`config.mk`:
```
export PLATFORM = sky130hd
export DESIGN_NAME = axi_rd_responder_flat
export DESIGN_NICKNAME = d
export VERILOG_FILES = /design/src/rtl/npc_axi_pkg.sv /design/src/rtl/axi_rd_responder_if.sv /design/src/rtl/axi_burst_addr.sv /design/src/rtl/axi_rd_responder.sv /design/src/flat_wrapper.sv
export SDC_FILE = /design/constraint.sdc
export NUM_CORES = 1
export LEC_CHECK = 0
export ABC_CLOCK_PERIOD_IN_PS = 4700
export BUFFER_PORTS_ARGS = -buffer_cell sky130_fd_sc_hd__buf_4
export CAP_MARGIN = 20
export CELL_PAD_IN_SITES_DETAIL_PLACEMENT = 2
export CELL_PAD_IN_SITES_GLOBAL_PLACEMENT = 2
export CORE_MARGIN = 4
export CORE_UTILIZATION = 32
export CTS_CLUSTER_DIAMETER = 60
export CTS_CLUSTER_SIZE = 14
export DETAILED_ROUTE_END_ITERATION = 8
export PLACE_DENSITY = 0.85
export SETUP_SLACK_MARGIN = 0.3
export SLEW_MARGIN = 20
export SYNTH_ARGS = -nofsm -noshare
export SYNTH_HDL_FRONTEND = slang
export SYNTH_SLANG_ARGS = --single-unit
```
`constraint.sdc`:
```
create_clock -name clk -period 4.7 [get_ports clk]
set_clock_uncertainty 0.2 [all_clocks]
set_input_delay 0.94 -clock clk [delete_from_list [all_inputs] [get_ports clk]]
set_output_delay 0.94 -clock clk [all_outputs]
set_load 0.005 [all_outputs]
```
`src/rtl/npc_axi_pkg.sv`:
```
`default_nettype none
// +----------------------------------------------------------------------------+
// | Module  : npc_axi_pkg                                                      |
// | Purpose : Shared AXI encodings, responder state type and a burst-legality  |
// |           helper, shared by the read responder and its address helper.    |
// | Rev     : 1.0  initial release                                             |
// +----------------------------------------------------------------------------+
package npc_axi_pkg;

  localparam logic [1:0] AXI_BURST_FIXED = 2'b00;
  localparam logic [1:0] AXI_BURST_INCR  = 2'b01;
  localparam logic [1:0] AXI_BURST_WRAP  = 2'b10;

  localparam logic [1:0] AXI_RESP_OKAY   = 2'b00;
  localparam logic [1:0] AXI_RESP_SLVERR = 2'b10;
  localparam logic [1:0] AXI_RESP_DECERR = 2'b11;

  typedef enum logic [1:0] {
    RD_IDLE = 2'd0,
    RD_WAIT = 2'd1,
    RD_MEM  = 2'd2,
    RD_RESP = 2'd3
  } rd_state_t;

  // A burst is serviceable when the beat size fits the 32-bit bus, the burst
  // type is not reserved, and WRAP bursts use one of the AXI wrap lengths.
  function automatic logic burst_legal(input logic [2:0] size,
                                       input logic [7:0] len,
                                       input logic [1:0] burst);
    logic ok;
    ok = (size <= 3'd2) && (burst != 2'b11);
    if (burst == AXI_BURST_WRAP)
      ok = ok && ((len == 8'd1) || (len == 8'd3) || (len == 8'd7) || (len == 8'd15));
    return ok;
  endfunction

endpackage
`default_nettype wire

```
`src/rtl/axi_rd_responder_if.sv`:
```
`default_nettype none
// +----------------------------------------------------------------------------+
// | Module  : axi_rd_responder_if                                              |
// | Purpose : AXI4 read address (AR) and read data (R) channel bundle.         |
// | Ports   : arvalid/arready/araddr/arid/arlen/arsize/arburst (AR channel),   |
// |           rvalid/rready/rdata/rresp/rlast/rid (R channel).                 |
// |           master modport = requester, slave modport = responder.           |
// | Rev     : 1.0  initial release                                             |
// +----------------------------------------------------------------------------+
interface axi_rd_responder_if;

  logic        arvalid;
  logic        arready;
  logic [31:0] araddr;
  logic [3:0]  arid;
  logic [7:0]  arlen;
  logic [2:0]  arsize;
  logic [1:0]  arburst;

  logic        rvalid;
  logic        rready;
  logic [31:0] rdata;
  logic [1:0]  rresp;
  logic        rlast;
  logic [3:0]  rid;

  modport master (
    output arvalid, araddr, arid, arlen, arsize, arburst, rready,
    input  arready, rvalid, rdata, rresp, rlast, rid
  );

  modport slave (
    input  arvalid, araddr, arid, arlen, arsize, arburst, rready,
    output arready, rvalid, rdata, rresp, rlast, rid
  );

endinterface
`default_nettype wire

```
`src/rtl/axi_burst_addr.sv`:
```
`default_nettype none
// +----------------------------------------------------------------------------+
// | Module  : axi_burst_addr                                                   |
// | Purpose : Combinational next-beat address for AXI FIXED/INCR/WRAP bursts.  |
// | Ports   : i_addr  current beat byte address                                |
// |           i_size  log2 bytes per beat                                      |
// |           i_len   beats-1                                                  |
// |           i_burst burst type                                               |
// |           o_next_addr address of the following beat                        |
// | Rev     : 1.0  initial release                                             |
// +----------------------------------------------------------------------------+
module axi_burst_addr
  import npc_axi_pkg::*;
(
  input  wire logic [31:0] i_addr,
  input  wire logic [2:0]  i_size,
  input  wire logic [7:0]  i_len,
  input  wire logic [1:0]  i_burst,
  output logic      [31:0] o_next_addr
);

  logic [31:0] w_bytes;
  logic [31:0] w_incr;
  logic [31:0] w_wrap_mask;

  assign w_bytes     = 32'd1 << i_size;
  assign w_incr      = i_addr + w_bytes;
  // Wrap container is bytes-per-beat * beat count; only its low bits move.
  assign w_wrap_mask = (({24'd0, i_len} + 32'd1) << i_size) - 32'd1;

  always_comb begin
    o_next_addr = w_incr;
    case (i_burst)
      AXI_BURST_FIXED: o_next_addr = i_addr;
      AXI_BURST_INCR:  o_next_addr = w_incr;
      AXI_BURST_WRAP:  o_next_addr = (i_addr & ~w_wrap_mask) | (w_incr & w_wrap_mask);
      default:         o_next_addr = w_incr;
    endcase
  end

endmodule
`default_nettype wire

```
`src/rtl/axi_rd_responder.sv`:
```
`default_nettype none
// +----------------------------------------------------------------------------+
// | Module  : axi_rd_responder                                                 |
// | Purpose : AXI4 read slave. One AR at a time, fixed first-beat latency,     |
// |           arlen+1 beats fetched from a 1-cycle synchronous word memory.    |
// |           Every beat is range checked; illegal bursts answer SLVERR.       |
// | Ports   : clk, rst      clock, synchronous active-high reset               |
// |           axi          AR/R channels (slave modport)                      |
// |           mem_en       memory read strobe                                  |
// |           mem_addr     word-aligned byte address                           |
// |           mem_rdata    read data, valid the cycle after mem_en             |
// | Rev     : 1.0  initial release                                             |
// +----------------------------------------------------------------------------+
module axi_rd_responder
  import npc_axi_pkg::*;
#(
  parameter logic [31:0] ADDR_BASE = 32'h8000_0000,
  parameter logic [31:0] MEM_BYTES = 32'h0800_0000,
  parameter int unsigned LATENCY   = 2
) (
  input  wire logic        clk,
  input  wire logic        rst,
  axi_rd_responder_if.slave axi,
  output logic             mem_en,
  output logic [31:0]      mem_addr,
  input  wire logic [31:0] mem_rdata
);

  rd_state_t   r_state;
  rd_state_t   w_state_next;

  logic [31:0] r_addr;
  logic [3:0]  r_id;
  logic [7:0]  r_len;
  logic [2:0]  r_size;
  logic [1:0]  r_burst;
  logic        r_slverr;
  logic [7:0]  r_count;
  logic [3:0]  r_delay;
  logic [31:0] r_rdata;
  logic        r_fresh;
  logic [1:0]  r_rresp;
  logic        r_rlast;

  logic [31:0] w_next_addr;
  logic        w_in_range;
  logic        w_beat_ok;
  logic        w_arready;
  logic        w_rvalid;
  logic        w_mem_en;

  axi_burst_addr u_burst_addr (
    .i_addr      (r_addr),
    .i_size      (r_size),
    .i_len       (r_len),
    .i_burst     (r_burst),
    .o_next_addr (w_next_addr)
  );

  // Subtraction keeps the window check correct even when BASE+BYTES overflows.
  assign w_in_range = (r_addr >= ADDR_BASE) && ((r_addr - ADDR_BASE) < MEM_BYTES);
  assign w_beat_ok  = !r_slverr && w_in_range;

  always_ff @(posedge clk) begin
    if (rst) r_state <= RD_IDLE;
    else     r_state <= w_state_next;
  end

  always_comb begin
    w_state_next = r_state;
    w_arready    = 1'b0;
    w_rvalid     = 1'b0;
    w_mem_en     = 1'b0;
    case (r_state)
      RD_IDLE: begin
        w_arready = 1'b1;
        if (axi.arvalid) w_state_next = (LATENCY == 0) ? RD_MEM : RD_WAIT;
      end
      RD_WAIT: begin
        if (r_delay == 4'd0) w_state_next = RD_MEM;
      end
      RD_MEM: begin
        w_mem_en     = w_beat_ok;
        w_state_next = RD_RESP;
      end
      RD_RESP: begin
        w_rvalid = 1'b1;
        if (axi.rready) w_state_next = r_rlast ? RD_IDLE : RD_MEM;
      end
      default: w_state_next = RD_IDLE;
    endcase
  end

  always_ff @(posedge clk) begin
    if (rst) begin
      r_addr   <= '0;
      r_id     <= '0;
      r_len    <= '0;
      r_size   <= '0;
      r_burst  <= '0;
      r_slverr <= 1'b0;
      r_count  <= '0;
      r_delay  <= '0;
      r_rdata  <= '0;
      r_fresh  <= 1'b0;
      r_rresp  <= AXI_RESP_OKAY;
      r_rlast  <= 1'b0;
    end else begin
      case (r_state)
        RD_IDLE: begin
          if (axi.arvalid) begin
            r_addr   <= axi.araddr;
            r_id     <= axi.arid;
            r_len    <= axi.arlen;
            r_size   <= axi.arsize;
            r_burst  <= axi.arburst;
            r_slverr <= !burst_legal(axi.arsize, axi.arlen, axi.arburst);
            r_count  <= '0;
            r_delay  <= 4'(LATENCY);
          end
        end
        RD_WAIT: begin
          if (r_delay != 4'd0) r_delay <= r_delay - 4'd1;
        end
        RD_MEM: begin
          r_rresp <= r_slverr ? AXI_RESP_SLVERR :
                     (w_in_range ? AXI_RESP_OKAY : AXI_RESP_DECERR);
          r_rlast <= (r_count == r_len);
          // Error beats return zero; good beats overwrite it once the memory answers.
          r_rdata <= '0;
          r_fresh <= w_beat_ok;
        end
        RD_RESP: begin
          if (r_fresh) begin
            r_rdata <= mem_rdata;
            r_fresh <= 1'b0;
          end
          if (axi.rready) begin
            r_rlast <= 1'b0;
            if (!r_rlast) begin
              r_addr  <= w_next_addr;
              r_count <= r_count + 8'd1;
            end
          end
        end
        default: ;
      endcase
    end
  end

  // Memory data arrives in the first RESP cycle: pass it through then, and
  // serve the captured copy for any later backpressured cycles.
  assign axi.rdata   = r_fresh ? mem_rdata : r_rdata;
  assign axi.arready = w_arready;
  assign axi.rvalid  = w_rvalid;
  assign axi.rresp   = r_rresp;
  assign axi.rlast   = r_rlast;
  assign axi.rid     = r_id;
  assign mem_en      = w_mem_en;
  assign mem_addr    = {r_addr[31:2], 2'b00};

endmodule
`default_nettype wire

```
`src/flat_wrapper.sv`:
```
// flat-port wrapper written by rule: the top's interface ports become plain ports
module axi_rd_responder_flat import npc_axi_pkg::*;
#(
  parameter logic [31:0] ADDR_BASE = 32'h8000_0000,
  parameter logic [31:0] MEM_BYTES = 32'h0800_0000,
  parameter int unsigned LATENCY   = 2
)
  (clk, rst, mem_en, mem_addr, mem_rdata, axi_arvalid, axi_araddr, axi_arid, axi_arlen, axi_arsize, axi_arburst, axi_rready, axi_arready, axi_rvalid, axi_rdata, axi_rresp, axi_rlast, axi_rid);
  axi_rd_responder_if axi_i ();
  input  wire logic clk;
  input  wire logic rst;
  output logic mem_en;
  output logic [31:0] mem_addr;
  input  wire logic [31:0] mem_rdata;
  input wire logic [$bits(axi_i.arvalid)-1:0] axi_arvalid;
  input wire logic [$bits(axi_i.araddr)-1:0] axi_araddr;
  input wire logic [$bits(axi_i.arid)-1:0] axi_arid;
  input wire logic [$bits(axi_i.arlen)-1:0] axi_arlen;
  input wire logic [$bits(axi_i.arsize)-1:0] axi_arsize;
  input wire logic [$bits(axi_i.arburst)-1:0] axi_arburst;
  input wire logic [$bits(axi_i.rready)-1:0] axi_rready;
  output wire logic [$bits(axi_i.arready)-1:0] axi_arready;
  output wire logic [$bits(axi_i.rvalid)-1:0] axi_rvalid;
  output wire logic [$bits(axi_i.rdata)-1:0] axi_rdata;
  output wire logic [$bits(axi_i.rresp)-1:0] axi_rresp;
  output wire logic [$bits(axi_i.rlast)-1:0] axi_rlast;
  output wire logic [$bits(axi_i.rid)-1:0] axi_rid;
  assign axi_i.arvalid = axi_arvalid;
  assign axi_i.araddr = axi_araddr;
  assign axi_i.arid = axi_arid;
  assign axi_i.arlen = axi_arlen;
  assign axi_i.arsize = axi_arsize;
  assign axi_i.arburst = axi_arburst;
  assign axi_i.rready = axi_rready;
  assign axi_arready = axi_i.arready;
  assign axi_rvalid = axi_i.rvalid;
  assign axi_rdata = axi_i.rdata;
  assign axi_rresp = axi_i.rresp;
  assign axi_rlast = axi_i.rlast;
  assign axi_rid = axi_i.rid;
  axi_rd_responder #(.ADDR_BASE(ADDR_BASE), .MEM_BYTES(MEM_BYTES), .LATENCY(LATENCY)) u_core (.clk(clk), .rst(rst), .axi(axi_i), .mem_en(mem_en), .mem_addr(mem_addr), .mem_rdata(mem_rdata));
endmodule
```
## Word-level counts from Yosys, hierarchy flattened

Index checks and enable logic that the tools add are counted.
W data, S select, Z words.

- Bitwise gates (word level): 4
- Reductions and logical operators: 22
- Eq/ne operators: 17
- Order comparisons: 3
- Shift-type cells: 2
- Multiplexer cells: 31
- Add/sub/neg operators: 6

Operator list:

| cell | number |
|---|---|
| $pmux W32 S2 | 3 |
| $mux W32 | 4 |
| $and A32 B32 Y32 | 2 |
| $add A32 B32 Y32 | 1 |
| $ge A32 B32 Y1 const B | 1 |
| $lt A32 B28 Y1 const B | 1 |
| $not A32 Y32 | 1 |
| $or A32 B32 Y32 | 1 |
| $shl A1 B3 Y32 const A | 1 |
| $shl A9 B3 Y32 | 1 |
| $sub A32 B1 Y32 const B | 1 |
| $sub A32 B32 Y32 const B | 1 |
| $mux W8 | 3 |
| $pmux W8 S2 | 1 |
| $mux W2 | 6 |
| $ne A2 B2 Y1 const B | 5 |
| $add A8 B1 Y9 const B | 1 |
| $add A8 B1 Y8 const B | 1 |
| $eq A2 B2 Y1 const B | 4 |
| $eq A8 B1 Y1 const B | 1 |
| $eq A8 B2 Y1 const B | 1 |
| $eq A8 B3 Y1 const B | 1 |
| $eq A8 B4 Y1 const B | 1 |
| $eq A8 B8 Y1 | 1 |
| 20 further kinds | 41 |

- Output and inout bits: 74
- Register bits after elaboration: 100
- Input bits: 85
- Logic and storage cells: 98

## Depth between registers and ports, before layout

- Word-level depth: 10
- Gate-level depth with buffers: 18
- Mapped depth without buffers: 16

## By module

A second synthesis with hierarchy kept.

- Cell total of the unflattened synthesis: 915
- Area, all modules: 6,959.2 sq um

By module, submodules not included:

| module | cells an instance | seq. area each (sq um) | area an instance (sq um) | instances |
|---|---|---|---|---|
| axi_rd_responder | 585 | 2,001.9 | 4,752.1 | 1 |
| axi_burst_addr | 330 | 0.0 | 2,207.1 | 1 |

## Least setup slack after synthesis

Ideal clock, no wire load.

- Path kind: register to register
- Start: register u_core.r_size[2]
- End: register with a tool-made name
- Library setup time: 0.112 ns
- Data required time: 4.388 ns
- Data arrival time: 3.404 ns
- Path buffers: 4
- Clock period less this slack: 3.716 ns
- Stages on the path, launching flop included: 19
- Slack: 0.984 ns
- Path through: dfxtp_1 -> clkbuf_8 -> clkbuf_8 -> buf_6 -> clkbuf_1 -> nor2_1 -> ha_1 -> inv_1 -> fa_1 -> nor2b_1 -> o21ai_0 -> a21oi_1 -> o21ai_0 -> a21oi_1 -> nor2_1 -> or3_1 -> a32o_1 -> mux2_1 -> a2111oi_1

RTL lines:

| what | RTL line | RTL |
|---|---|---|
| start, declared | axi_rd_responder.sv:35 | `logic [2:0] r_size;` |
| start signal, assigned | axi_rd_responder.sv:115 | `r_size <= axi.arsize;` |

==> key figures <==
Global routing
  • First-pass GRT wire length: between 40,000 and 50,000 um
  • Overflow after GRT: 0
  • All-layer global routing usage: 0.219
  • Largest net degree at the start of global routing: 57
  • Vias in the first global route: just under 8,000
  • Number of antenna violations at the first check in global routing: 0

STA
  • Worst-margin pin slew: between 0.7 and 0.8 ns
  • Final Hold Fails: 0
  • Worst hold-check slack: 0.263 ns
  • Achievable clock frequency: 0.242 GHz
  • Share of the clock period used by the worst path after layout: 0.877
  • Worst-case headroom to the max-slew limit: 0.473
  • Sum of negative setup slack: 0 ns
  • Time the final worst path needs with I/O delays and setup: just over 4 ns
  • Unrepaired setup endpoints after global routing: false
  • Number of setup violations in the final report: 0
  • Final max-slew violation count: 0

Setup path
  • Number of cells on the worst reg-to-reg path: 10
  • Endpoint type of the worst setup path: flop
  • CP arrival: roughly 4.2 ns
  • CP max FO: 15
  • Endpoint required time on the critical path: around 4.8 ns
  • Kind of critical path: reg -> reg
  • Startpoint kind of the worst setup timing path: flop
  • Flop2flop setup slack: 0.58 ns
  • Launch instance of the worst register-to-register path: u_core.r_len[3]

Route
  • Remaining antenna violation count after routing: 0
  • Wire per inst: around 21 um
  • Detailed-router iteration count before antenna repair: 4
  • Drc violations: 0
  • Routed wire length: between 20,000 and 30,000 um
  • Post-detailed-route via-to-cell ratio: 5.67
  • Via count of the routed design: between 7,000 and 8,000
  • Count of routing violations after the opening detailed-route iteration: approximately 420

Power and ir drop
  • Leakage power figure: 0.00337 uW
  • Power per Cell Area: approximately 340 mW/mm^2
  • Maximum resistive drop on vdd: ~0.15 mV

Die
  • Floorplan die area: 0.0249 sq mm
  • Total core area: around 0.022 sq mm
  • Top Ports: ~160
  • Die extent in x: 158 um
  • Starting density of the core: 0.327
  • Y dimension of the die: between 150 and 200 um
  • Number of rows in the core area: 54

Finish
  • Multi-input gate area: around 0.0045 sq mm
  • Commonest cells after routing, fill and taps aside: buf_4, nor2_1, dfxtp_1
  • Layout cells sized above 1: 0.258
  • Combined flip-flop and latch cell area: between 0.002 and 0.0025 sq mm
  • Final net count: around 1,100
  • N_diodes: 0
  • Layout-stage area growth over the synthesis result: 18.6%
  • Most common library cell in the layout ignoring fill and taps: buf_4
  • Filler instances: between 2,000 and 3,000

Min path
  • Worst hold path stage count: 2
  • Worst min-delay path class: reg -> reg
  • Hold-critical path endpoint: u_core.axi.rid[1]
  • Hold Crit Start: u_core.axi.rid[1]

Clock tree
  • Max clock buf depth: 2
  • CTS tree: done
  • Clock network latency to the later pin of the worst-skew pair: around 0.36 ns
  • H-tree levels: 3
  • CTS buffer count: 9
  • Sinks on the clock net: 100
  • Post-cts hold buffer count: 0
  • Clock root buffer: clkbuf_16
  • Clock-pin slew of the registers on the worst-case setup and hold paths: ~0.08 ns

Placement
  • PortBufs: ~160
  • Half-perimeter wire length of the detailed placement result: 20,400 um
  • Gpl congestion: about 0.86

Synthesis
  • Synth unique cells: 93
  • YS warnings: 0
  • Share of synthesized registers carrying an async set or reset: 0
  • Average cell area after synthesis: around 7.8 sq um
  • Total of flip-flops plus latches after synthesis: 100
  • Share of the yosys chip area belonging to registers: 0.279
  • Cell count after synthesis: a little over 900
  • EDFF count, synth: 0
  • Most used DFF post-synth: dfxtp_1
  • Cell area after synthesis: between 0.007 and 0.008 sq mm

Status
  • Outcome: finished, final reports clean

Run
  • Max-capacitance violation count: 0
-- routing by layer --
layer	track usage	share of wire	vias to the layer above
met4	0.0623	0.023	0
met5	0	0	-
met3	0.0648	0.066	43
met2	0.377	0.49	199
met1	0.264	0.42	3631
li1	-	-	3448
-- how the worst max path moves through the flow --
stage                           from  endpoint  slack [ns]  cells past startpoint
global placement     u_core.r_len[1]      flop        0.56                     11
CTS                  u_core.r_len[1]      flop        0.39                     11
detailed placement   u_core.r_len[1]      flop        0.42                     11
global route         u_core.r_len[3]      flop        0.33                     10
floorplan           u_core.r_size[2]      flop        0.98                     18
finish               u_core.r_len[3]      flop        0.58                     10
-- kinds of logic (layout without fill, tap and decap cells) --
kind of cell	Yosys count	in the layout	share of synthesized area
xor gates and xnor gates	32	32	0.0401
DFF	100	100	0.279
muxes	45	45	0.0707
other	1	2	0.000523
AOI/OAI and AO/OA	263	263	0.252
and+or+nand+nor	337	337	0.228
buffers and inverters	123	218	0.102
adders and majority gates	15	15	0.0272
-- Yosys cell counts (4+ instances only) --
master	n	area [sq um]
nor2_1	104	390
dfxtp_1	100	2000
nand2_1	91	342
a21oi_1	78	390
o21ai_0	40	200
a22oi_1	37	278
buf_4	37	278
clkbuf_1	36	135
mux2_2	33	372
nor3_1	28	140
nand3_1	26	130
inv_1	25	93.8
xor2_1	18	158
ha_1	14	175
xnor2_1	13	114
a211oi_1	11	82.6
and3_1	11	68.8
buf_6	11	124
mux2i_1	9	90.1
nand4_1	9	56.3
o21a_1	9	67.6
o32ai_1	9	78.8
or3_1	9	56.3
a21o_1	8	60.1
a311oi_1	8	70.1
a31oi_1	8	50.1
and2_1	8	50.1
nand2b_1	6	37.5
nor2b_1	6	37.5
buf_2	5	25.0
nand4b_1	5	43.8
o211ai_1	5	37.5
a211o_1	4	35.0
nor4_1	4	25.0
or2_2	4	25.0
-- power breakdown --
part           total, uW  internal [uW]  switching (uW)  leakage, uW
Combinational       1050            422             632      0.00241
Clock                762            369             393     0.000142
Sequential          1060            933             130     0.000815
Total               2880           1720            1150      0.00337
-- through the flow --
step | total power [uW] | area, sq um | setup slack (ns) | utilization | cells
global route | 3070 | 8500 | 0.328 | 0.387 | 1292
finish | 2880 | 8500 | 0.576 | 0.387 | 1292
detailed placement | 2120 | 8190 | 0.417 | 0.373 | 1274
CTS | 2900 | 8480 | 0.388 | 0.386 | 1290
floorplan | 1790 | 7180 | 0.984 | - | 917
global placement | 2090 | 8190 | 0.558 | 0.373 | 1274
-- cell type report --
cell class,count,share of cell area
Multi-Input combinational cell,694,0.523
Sequential cell,100,0.236
Timing Repair Buffer,175,0.154
Tap cell,280,0.0412
Clock buffer,9,0.0265
Inverter,27,0.0124
Clock inverter,7,0.00662
-- critical path: stages (launching register included) --
cell       delay (ns)
dfxtp_1          0.69
nand4_1          0.34
o21ai_0          0.39
and2_1           0.23
o2111a_1         0.29
o21ai_2          0.10
or2_2            0.39
or4b_1           0.55
a31oi_1          0.20
mux2_1           0.33
a2111oi_1        0.30
-- what timing repair did --
action / 4_1_cts / 5_1_grt
gates resized for setup: 1 / 5
endpoints found under the setup margin: 1 / 4
buffers inserted: 0 / 2
No activity file was read; power rests on OpenSTA's default activity.
